$ cat config.mk
export PLATFORM = sky130hd
export DESIGN_NAME = dbg_cmd_engine
export DESIGN_NICKNAME = d
export VERILOG_FILES = /design/src/rtl/dbg_cmd_engine.sv
export SDC_FILE = /design/constraint.sdc
export NUM_CORES = 1
export LEC_CHECK = 0
export BUFFER_PORTS_ARGS = -buffer_cell sky130_fd_sc_hd__clkbuf_2
export CAP_MARGIN = 20
export CORE_MARGIN = 3
export CORE_UTILIZATION = 59
export DETAILED_ROUTE_END_ITERATION = 10
export MAX_ROUTING_LAYER = met4
export PLACE_DENSITY = 0.87
export RECOVER_POWER = 50
export SYNTH_ARGS = -nofsm -noshare
export SYNTH_HDL_FRONTEND = slang
export SYNTH_SLANG_ARGS = --single-unit
export TNS_END_PERCENT = 100
$ cat constraint.sdc
create_clock -name clk -period 5.7 [get_ports clk]
set_input_delay 1.14 -clock clk [delete_from_list [all_inputs] [get_ports clk]]
set_output_delay 1.14 -clock clk [all_outputs]
set_load 0.05 [all_outputs]
$ cat src/rtl/dbg_cmd_engine.sv
// Debug packet engine: pops host command bytes, halts/resumes the CPU, accesses
// CPU memory, registers and PC breakpoints, and pushes replies to the tx FIFO.
module dbg_cmd_engine #(
    parameter int ADDR_BYTES = 2,
    parameter int NUM_BP     = 4,
    parameter int REG_SEL_W  = 4
) (
    input  logic                    clk,
    input  logic                    rst,
    input  logic [7:0]              rx_data,
    input  logic                    rx_empty,
    output logic                    rd_en,
    input  logic                    tx_full,
    output logic [7:0]              tx_data,
    output logic                    wr_en,
    input  logic                    parity_err,
    input  logic                    brk,
    input  logic [8*ADDR_BYTES-1:0] cpu_pc,
    input  logic                    cpu_pc_vld,
    input  logic                    cpumc_err,
    input  logic [7:0]              cpu_din,
    output logic [8*ADDR_BYTES-1:0] cpu_a,
    output logic [7:0]              cpu_dout,
    output logic                    cpu_r_nw,
    output logic                    cpu_ready,
    input  logic [7:0]              cpu_dbgreg_in,
    output logic [REG_SEL_W-1:0]    cpu_dbgreg_sel,
    output logic [7:0]              cpu_dbgreg_out,
    output logic                    cpu_dbgreg_wr,
    output logic                    bp_hit
);
    localparam int AW = 8 * ADDR_BYTES;

    localparam logic [7:0] OP_ECHO = 8'h00;
    localparam logic [7:0] OP_MRD  = 8'h01;
    localparam logic [7:0] OP_MWR  = 8'h02;
    localparam logic [7:0] OP_BRK  = 8'h03;
    localparam logic [7:0] OP_RUN  = 8'h04;
    localparam logic [7:0] OP_RRD  = 8'h05;
    localparam logic [7:0] OP_RWR  = 8'h06;
    localparam logic [7:0] OP_QRY  = 8'h07;
    localparam logic [7:0] OP_BPS  = 8'h08;
    localparam logic [7:0] OP_BPC  = 8'h09;
    localparam logic [7:0] OP_ERR  = 8'h0A;

    typedef enum logic [3:0] {
        S_DIS, S_DEC, S_ADDR, S_CNT, S_ECHO, S_MRD0, S_MRD1,
        S_MWR, S_REGRD, S_REGWS, S_REGWD, S_BPIDX
    } state_t;

    state_t               state_q, state_d;
    logic [AW-1:0]        addr_q, addr_d, addr_sh;
    logic [15:0]          cnt_q, cnt_d, cnt_sh;
    logic [7:0]           fld_q, fld_d;
    logic [7:0]           op_q, op_d;
    logic [7:0]           idx_q, idx_d;
    logic [REG_SEL_W-1:0] sel_q, sel_d;
    logic [3:0]           err_q, err_d, err_set;
    logic                 err_clr;
    logic [NUM_BP-1:0]    bp_en_q, bp_en_d;
    logic [AW-1:0]        bp_addr_q [NUM_BP];
    logic [AW-1:0]        bp_addr_d [NUM_BP];
    logic                 wr_en_q, push;
    logic [7:0]           tx_data_q, push_data;
    logic                 bp_match;

    assign tx_data        = tx_data_q;
    assign wr_en          = wr_en_q;
    assign cpu_a          = addr_q;
    assign cpu_dout       = rx_data;
    assign cpu_dbgreg_out = rx_data;
    assign cpu_ready      = (state_q == S_DIS);

    always_comb begin
        state_d   = state_q;
        addr_d    = addr_q;
        cnt_d     = cnt_q;
        fld_d     = fld_q;
        op_d      = op_q;
        idx_d     = idx_q;
        sel_d     = sel_q;
        bp_en_d   = bp_en_q;
        bp_addr_d = bp_addr_q;
        err_set   = {1'b0, cpumc_err, 1'b0, parity_err};
        err_clr   = 1'b0;
        push      = 1'b0;
        push_data = tx_data_q;
        rd_en     = 1'b0;
        cpu_r_nw  = 1'b1;
        cpu_dbgreg_sel = sel_q;
        cpu_dbgreg_wr  = 1'b0;
        bp_hit    = 1'b0;
        // Fields arrive LSB first, so shift each new byte in from the top.
        addr_sh   = (addr_q >> 8) | (AW'(rx_data) << (AW - 8));
        cnt_sh    = {rx_data, cnt_q[15:8]};
        bp_match  = 1'b0;
        for (int i = 0; i < NUM_BP; i++) begin
            if (bp_en_q[i] && bp_addr_q[i] == cpu_pc)
                bp_match = cpu_pc_vld;
        end

        unique case (state_q)
            S_DIS: begin
                if (brk || bp_match) begin
                    state_d = S_DEC;
                    bp_hit  = bp_match;
                end else if (!rx_empty) begin
                    rd_en = 1'b1;
                    case (rx_data)
                        OP_BRK: state_d = S_DEC;
                        OP_QRY: begin
                            push      = 1'b1;
                            push_data = 8'h00;
                        end
                        OP_ERR: begin
                            push      = 1'b1;
                            push_data = {4'h0, err_q};
                            err_clr   = 1'b1;
                        end
                        default: ;
                    endcase
                end
            end
            S_DEC: begin
                if (!rx_empty) begin
                    rd_en = 1'b1;
                    fld_d = 8'd0;
                    op_d  = rx_data;
                    case (rx_data)
                        OP_ECHO:        state_d = S_CNT;
                        OP_MRD, OP_MWR: state_d = S_ADDR;
                        OP_BRK:         state_d = S_DEC;
                        OP_RUN:         state_d = S_DIS;
                        OP_RRD:         state_d = S_REGRD;
                        OP_RWR:         state_d = S_REGWS;
                        OP_BPS, OP_BPC: state_d = S_BPIDX;
                        OP_QRY: begin
                            push      = 1'b1;
                            push_data = 8'h01;
                        end
                        OP_ERR: begin
                            push      = 1'b1;
                            push_data = {4'h0, err_q};
                            err_clr   = 1'b1;
                        end
                        default: err_set[1] = 1'b1;
                    endcase
                end
            end
            S_ADDR: begin
                if (!rx_empty) begin
                    rd_en  = 1'b1;
                    addr_d = addr_sh;
                    fld_d  = fld_q + 8'd1;
                    if (fld_q == 8'(ADDR_BYTES - 1)) begin
                        fld_d   = 8'd0;
                        state_d = (op_q == OP_BPS) ? S_DEC : S_CNT;
                        if (op_q == OP_BPS && idx_q >= 8'(NUM_BP))
                            err_set[3] = 1'b1;
                        for (int i = 0; i < NUM_BP; i++) begin
                            if (op_q == OP_BPS && idx_q == 8'(i)) begin
                                bp_en_d[i]   = 1'b1;
                                bp_addr_d[i] = addr_sh;
                            end
                        end
                    end
                end
            end
            S_CNT: begin
                if (!rx_empty) begin
                    rd_en = 1'b1;
                    cnt_d = cnt_sh;
                    fld_d = fld_q + 8'd1;
                    if (fld_q == 8'd1) begin
                        fld_d = 8'd0;
                        if (cnt_sh == 16'd0)    state_d = S_DEC;
                        else if (op_q == OP_ECHO) state_d = S_ECHO;
                        else if (op_q == OP_MRD)  state_d = S_MRD0;
                        else                      state_d = S_MWR;
                    end
                end
            end
            S_ECHO: begin
                if (!rx_empty) begin
                    rd_en     = 1'b1;
                    push      = 1'b1;
                    push_data = rx_data;
                    cnt_d     = cnt_q - 16'd1;
                    if (cnt_q == 16'd1) state_d = S_DEC;
                end
            end
            S_MRD0: state_d = S_MRD1;
            S_MRD1: begin
                if (!tx_full) begin
                    push      = 1'b1;
                    push_data = cpu_din;
                    addr_d    = addr_q + AW'(1);
                    cnt_d     = cnt_q - 16'd1;
                    state_d   = (cnt_q == 16'd1) ? S_DEC : S_MRD0;
                end
            end
            S_MWR: begin
                if (!rx_empty) begin
                    rd_en    = 1'b1;
                    cpu_r_nw = 1'b0;
                    addr_d   = addr_q + AW'(1);
                    cnt_d    = cnt_q - 16'd1;
                    if (cnt_q == 16'd1) state_d = S_DEC;
                end
            end
            S_REGRD: begin
                cpu_dbgreg_sel = rx_data[REG_SEL_W-1:0];
                if (!rx_empty && !tx_full) begin
                    rd_en     = 1'b1;
                    push      = 1'b1;
                    push_data = cpu_dbgreg_in;
                    state_d   = S_DEC;
                end
            end
            S_REGWS: begin
                if (!rx_empty) begin
                    rd_en   = 1'b1;
                    sel_d   = rx_data[REG_SEL_W-1:0];
                    state_d = S_REGWD;
                end
            end
            S_REGWD: begin
                if (!rx_empty) begin
                    rd_en         = 1'b1;
                    cpu_dbgreg_wr = 1'b1;
                    state_d       = S_DEC;
                end
            end
            S_BPIDX: begin
                if (!rx_empty) begin
                    rd_en   = 1'b1;
                    idx_d   = rx_data;
                    state_d = (op_q == OP_BPS) ? S_ADDR : S_DEC;
                    if (op_q != OP_BPS && rx_data >= 8'(NUM_BP))
                        err_set[3] = 1'b1;
                    for (int i = 0; i < NUM_BP; i++) begin
                        if (op_q != OP_BPS && rx_data == 8'(i))
                            bp_en_d[i] = 1'b0;
                    end
                end
            end
            default: state_d = S_DIS;
        endcase

        // A new error event in the read cycle survives the clear.
        err_d = (err_clr ? 4'h0 : err_q) | err_set;
    end

    always_ff @(posedge clk or posedge rst) begin
        if (rst) begin
            state_q   <= S_DIS;
            addr_q    <= '0;
            cnt_q     <= '0;
            fld_q     <= '0;
            op_q      <= '0;
            idx_q     <= '0;
            sel_q     <= '0;
            err_q     <= '0;
            bp_en_q   <= '0;
            wr_en_q   <= 1'b0;
            tx_data_q <= '0;
            for (int i = 0; i < NUM_BP; i++) bp_addr_q[i] <= '0;
        end else begin
            state_q   <= state_d;
            addr_q    <= addr_d;
            cnt_q     <= cnt_d;
            fld_q     <= fld_d;
            op_q      <= op_d;
            idx_q     <= idx_d;
            sel_q     <= sel_d;
            err_q     <= err_d;
            bp_en_q   <= bp_en_d;
            bp_addr_q <= bp_addr_d;
            wr_en_q   <= push;
            tx_data_q <= push_data;
        end
    end
endmodule

==> metrics <==
worst vdd ir=0.0003161 V; slew margin rel.=-150.5%; gr usage total=30.09%; status=finished, violations left; Die W=124.7 µm; Worst path top cell family by delay=simple AND/OR/NAND/NOR gates; Mapped Avg Cell Area=9.562 µm²; RSZ-0062 raised after global routing=false; Worst setup EP type=output pin; Highest Signal Layer=met4; Synth area leaders=dfrtp_1 (44%), mux2_2 (13%), xor2_1 (4.7%); metal2 WL=10490 µm; power density cells=444.3 mW/mm²; final worst path period need=4783 ps; DIE HEIGHT=124.7 µm; antenna-violating nets left=0; total gr overflow=0; Via-to-Cell Ratio=6.391; gpl congestion=1.013; Post-Synthesis Cell Area=0.008319 mm²; Critical Path Source Type=input port; most numerous cell in the Yosys netlist=dfrtp_1; worst-skew pair later-pin latency=430 ps; share of cells above drive strength 1=23.97%; Post-CTS Hold Buffers=0; f_max=209.1 MHz; Core Box Area=0.01351 mm²; Synth top area share=43.62%; area leader, netlist=dfrtp_1; TNS Setup=0 ps; die area=0.01556 mm²; WP buf/inv=2; Synth Warn #=0; Seq cells post-synth=145; drt total wl=22520 µm; largest net degree at the start of global routing=102; Post-CTS Setup Bufs=0; Nets=985; CTS tree=built; I/O pin cnt=98; Synth-to-Final Area Change=11.93%; Top FF cell, synth=dfrtp_1; vias=7151; Arrival @ worst endpoint=3640 ps; global-route wire length before repair=36450 µm; Iteration-0 DRC Markers=767; area of the multi-input gates=0.004332 mm²; clk_skew=8.344 ps; Fill cells=1041; fraction of registers with async set/reset=100.0%; row cnt=42; critical path's largest stage delay=530 ps; Max clock buf depth=2; Port Buffers=97; Final Hold Fails=0; ant diodes=0; TritonCTS Sinks=145; worst-path cell chain=clkbuf_2 -> xor2_1 -> or4_1 -> or4b_1 -> o22a_1 -> a21boi_2 -> o21ai_0 -> a31o_2 -> clkbuf_2; residual DRC count=0; M1 WL=9817 µm; leakage=4.232 nW; wire length on met3=1568 µm; syn_nets=923; Synth cell types=59; clk slew on worst S/H paths=60 ps; Reg area=0.003628 mm²; CTS Buf Count=17; initial antenna violation count=0; critical path's slowest cell=or4_1; CP dominant cell by count=clkbuf_2; max cap viols=1; failing checks=capacitance limit, slew limit; Final Hold Slack=504.3 ps; Post-CTS Resized=0; drt pass-1 iters=5; CTS Root Cell=clkbuf_16; Worst Setup Path Type=input port to output pin; Max Transition Viols Final=102; H-tree Lvls=4; final setup fails=0; dpl hpwl=15350 µm; period utilization=83.91%; Seq/Total Area, Yosys=43.62%; Tightest Hold Check Type=flop to flop; Post-synth EDFFs=0; Max FO, Critical Path=4; Post-synth top cells=dfrtp_1 (145), mux2_2 (93), nand2_1 (82); Starting Density=61.60%; routed len/inst=20.12 µm; number of global-route vias before repair=6834; Critical Path RT=4560 ps; cells after synthesis=870; Worst-Margin Slew=3758 ps
cells in the final DEF (no fill, tap or decap), types with 5 or more instances in the layout:
cell type,netlist,routed
dfrtp_1,145,145
mux2_2,93,93
clkbuf_2,0,86
nand2_1,82,82
nor2_1,69,68
o21ai_0,66,66
a21oi_1,54,54
xor2_1,45,45
nor4_1,27,27
nand3_1,25,25
nor3_1,23,23
xnor2_1,21,21
clkbuf_16,0,17
inv_1,16,16
clkbuf_1,36,14
a22oi_1,10,10
and3_1,9,9
o22ai_1,9,9
nand2b_1,9,9
nand4_1,8,8
a31oi_1,7,7
or4_1,5,5
a211oi_1,5,5
o2bb2ai_1,5,5
a22o_1,5,5
ha_1,5,5
tightest hold or removal path, cell delays in order, from the launching register on:
cell	delay, ps
dfrtp_1	350
nand2_1	50
o21ai_0	60
kinds of logic after synthesis:
kind of cell	after synthesis	synth area share (%)
flip-flops	145	43.62
AO/OA/AOI/OAI	196	14.39
adder cells (fa/ha/maj)	5	0.7520
multiplexers	95	12.83
buffers and inverters	76	4.347
XOR/XNOR	66	6.948
AND/OR/NAND/NOR	287	17.12
worst paths after layout:
| kind | depth (start not counted) | to | slack, ps | start |
|---|---|---|---|---|
| worst max register to register | 6 | bp_addr_q[26] | 2330 | state_q[1] |
| min in group asynchronous | 2 | cpu_a[6] | 2090 | rst |
| max in group asynchronous | 2 | bp_addr_q[2] | 1470 | rst |
| worst min-delay path | 2 | sel_q[1] | 500 | sel_q[1] |
| worst min register to register | 2 | sel_q[1] | 500 | sel_q[1] |
| worst max-delay path | 9 | rd_en | 920 | cpu_pc[11] |
final cells by class:
class                   count  share of cell area, %
multi-input cells         649                  46.52
flip-flops and latches    145                  38.97
repair buffers            103                  5.482
clock buffers              20                  4.797
well taps                 176                  2.365
clock inverters            10                  1.223
inverters                  16                 0.6450
metrics by stage:
step | power [mW] | cell area, µm² | instances | setup slack [ps] | util, %
3_5_place_dp | 3.053 | 8768 | 1088 | 960.7 | 64.93
5_1_grt | 4.366 | 9311 | 1119 | 615.6 | 68.95
3_3_place_gp | 3.013 | 8768 | 1088 | 987.2 | 64.93
2_1_floorplan | 2.665 | 8319 | 870 | 665.4 | -
6_report | 4.137 | 9311 | 1119 | 917.4 | 68.95
4_1_cts | 4.132 | 9329 | 1118 | 945.6 | 69.08
power by group:
group,internal [mW],switching (mW),total (mW)
registers,1.25,0.320,1.57
clock network,0.648,0.428,1.08
logic,0.476,1.01,1.49
metal layers:
| metal | global-route usage [%] | vias to the layer above |
|---|---|---|
| met4 | 11.28 | 0 |
| met2 | 45.29 | 337 |
| met1 | 41.27 | 3505 |
| met3 | 5.060 | 51 |
| met5 | - | - |
| li1 | - | 3258 |
sequential cells by signal, summed over array words and instances, names as in the netlist:
name	count
idx_q	8
op_q	8
fld_q	8
state_q	4
cnt_q	16
bp_addr_q	64
tx_data	8
sel_q	4
cpu_a	16
err_q	4
bp_en_q	4
wr_en	1
Note: power is estimated with default switching activity, not from simulation.
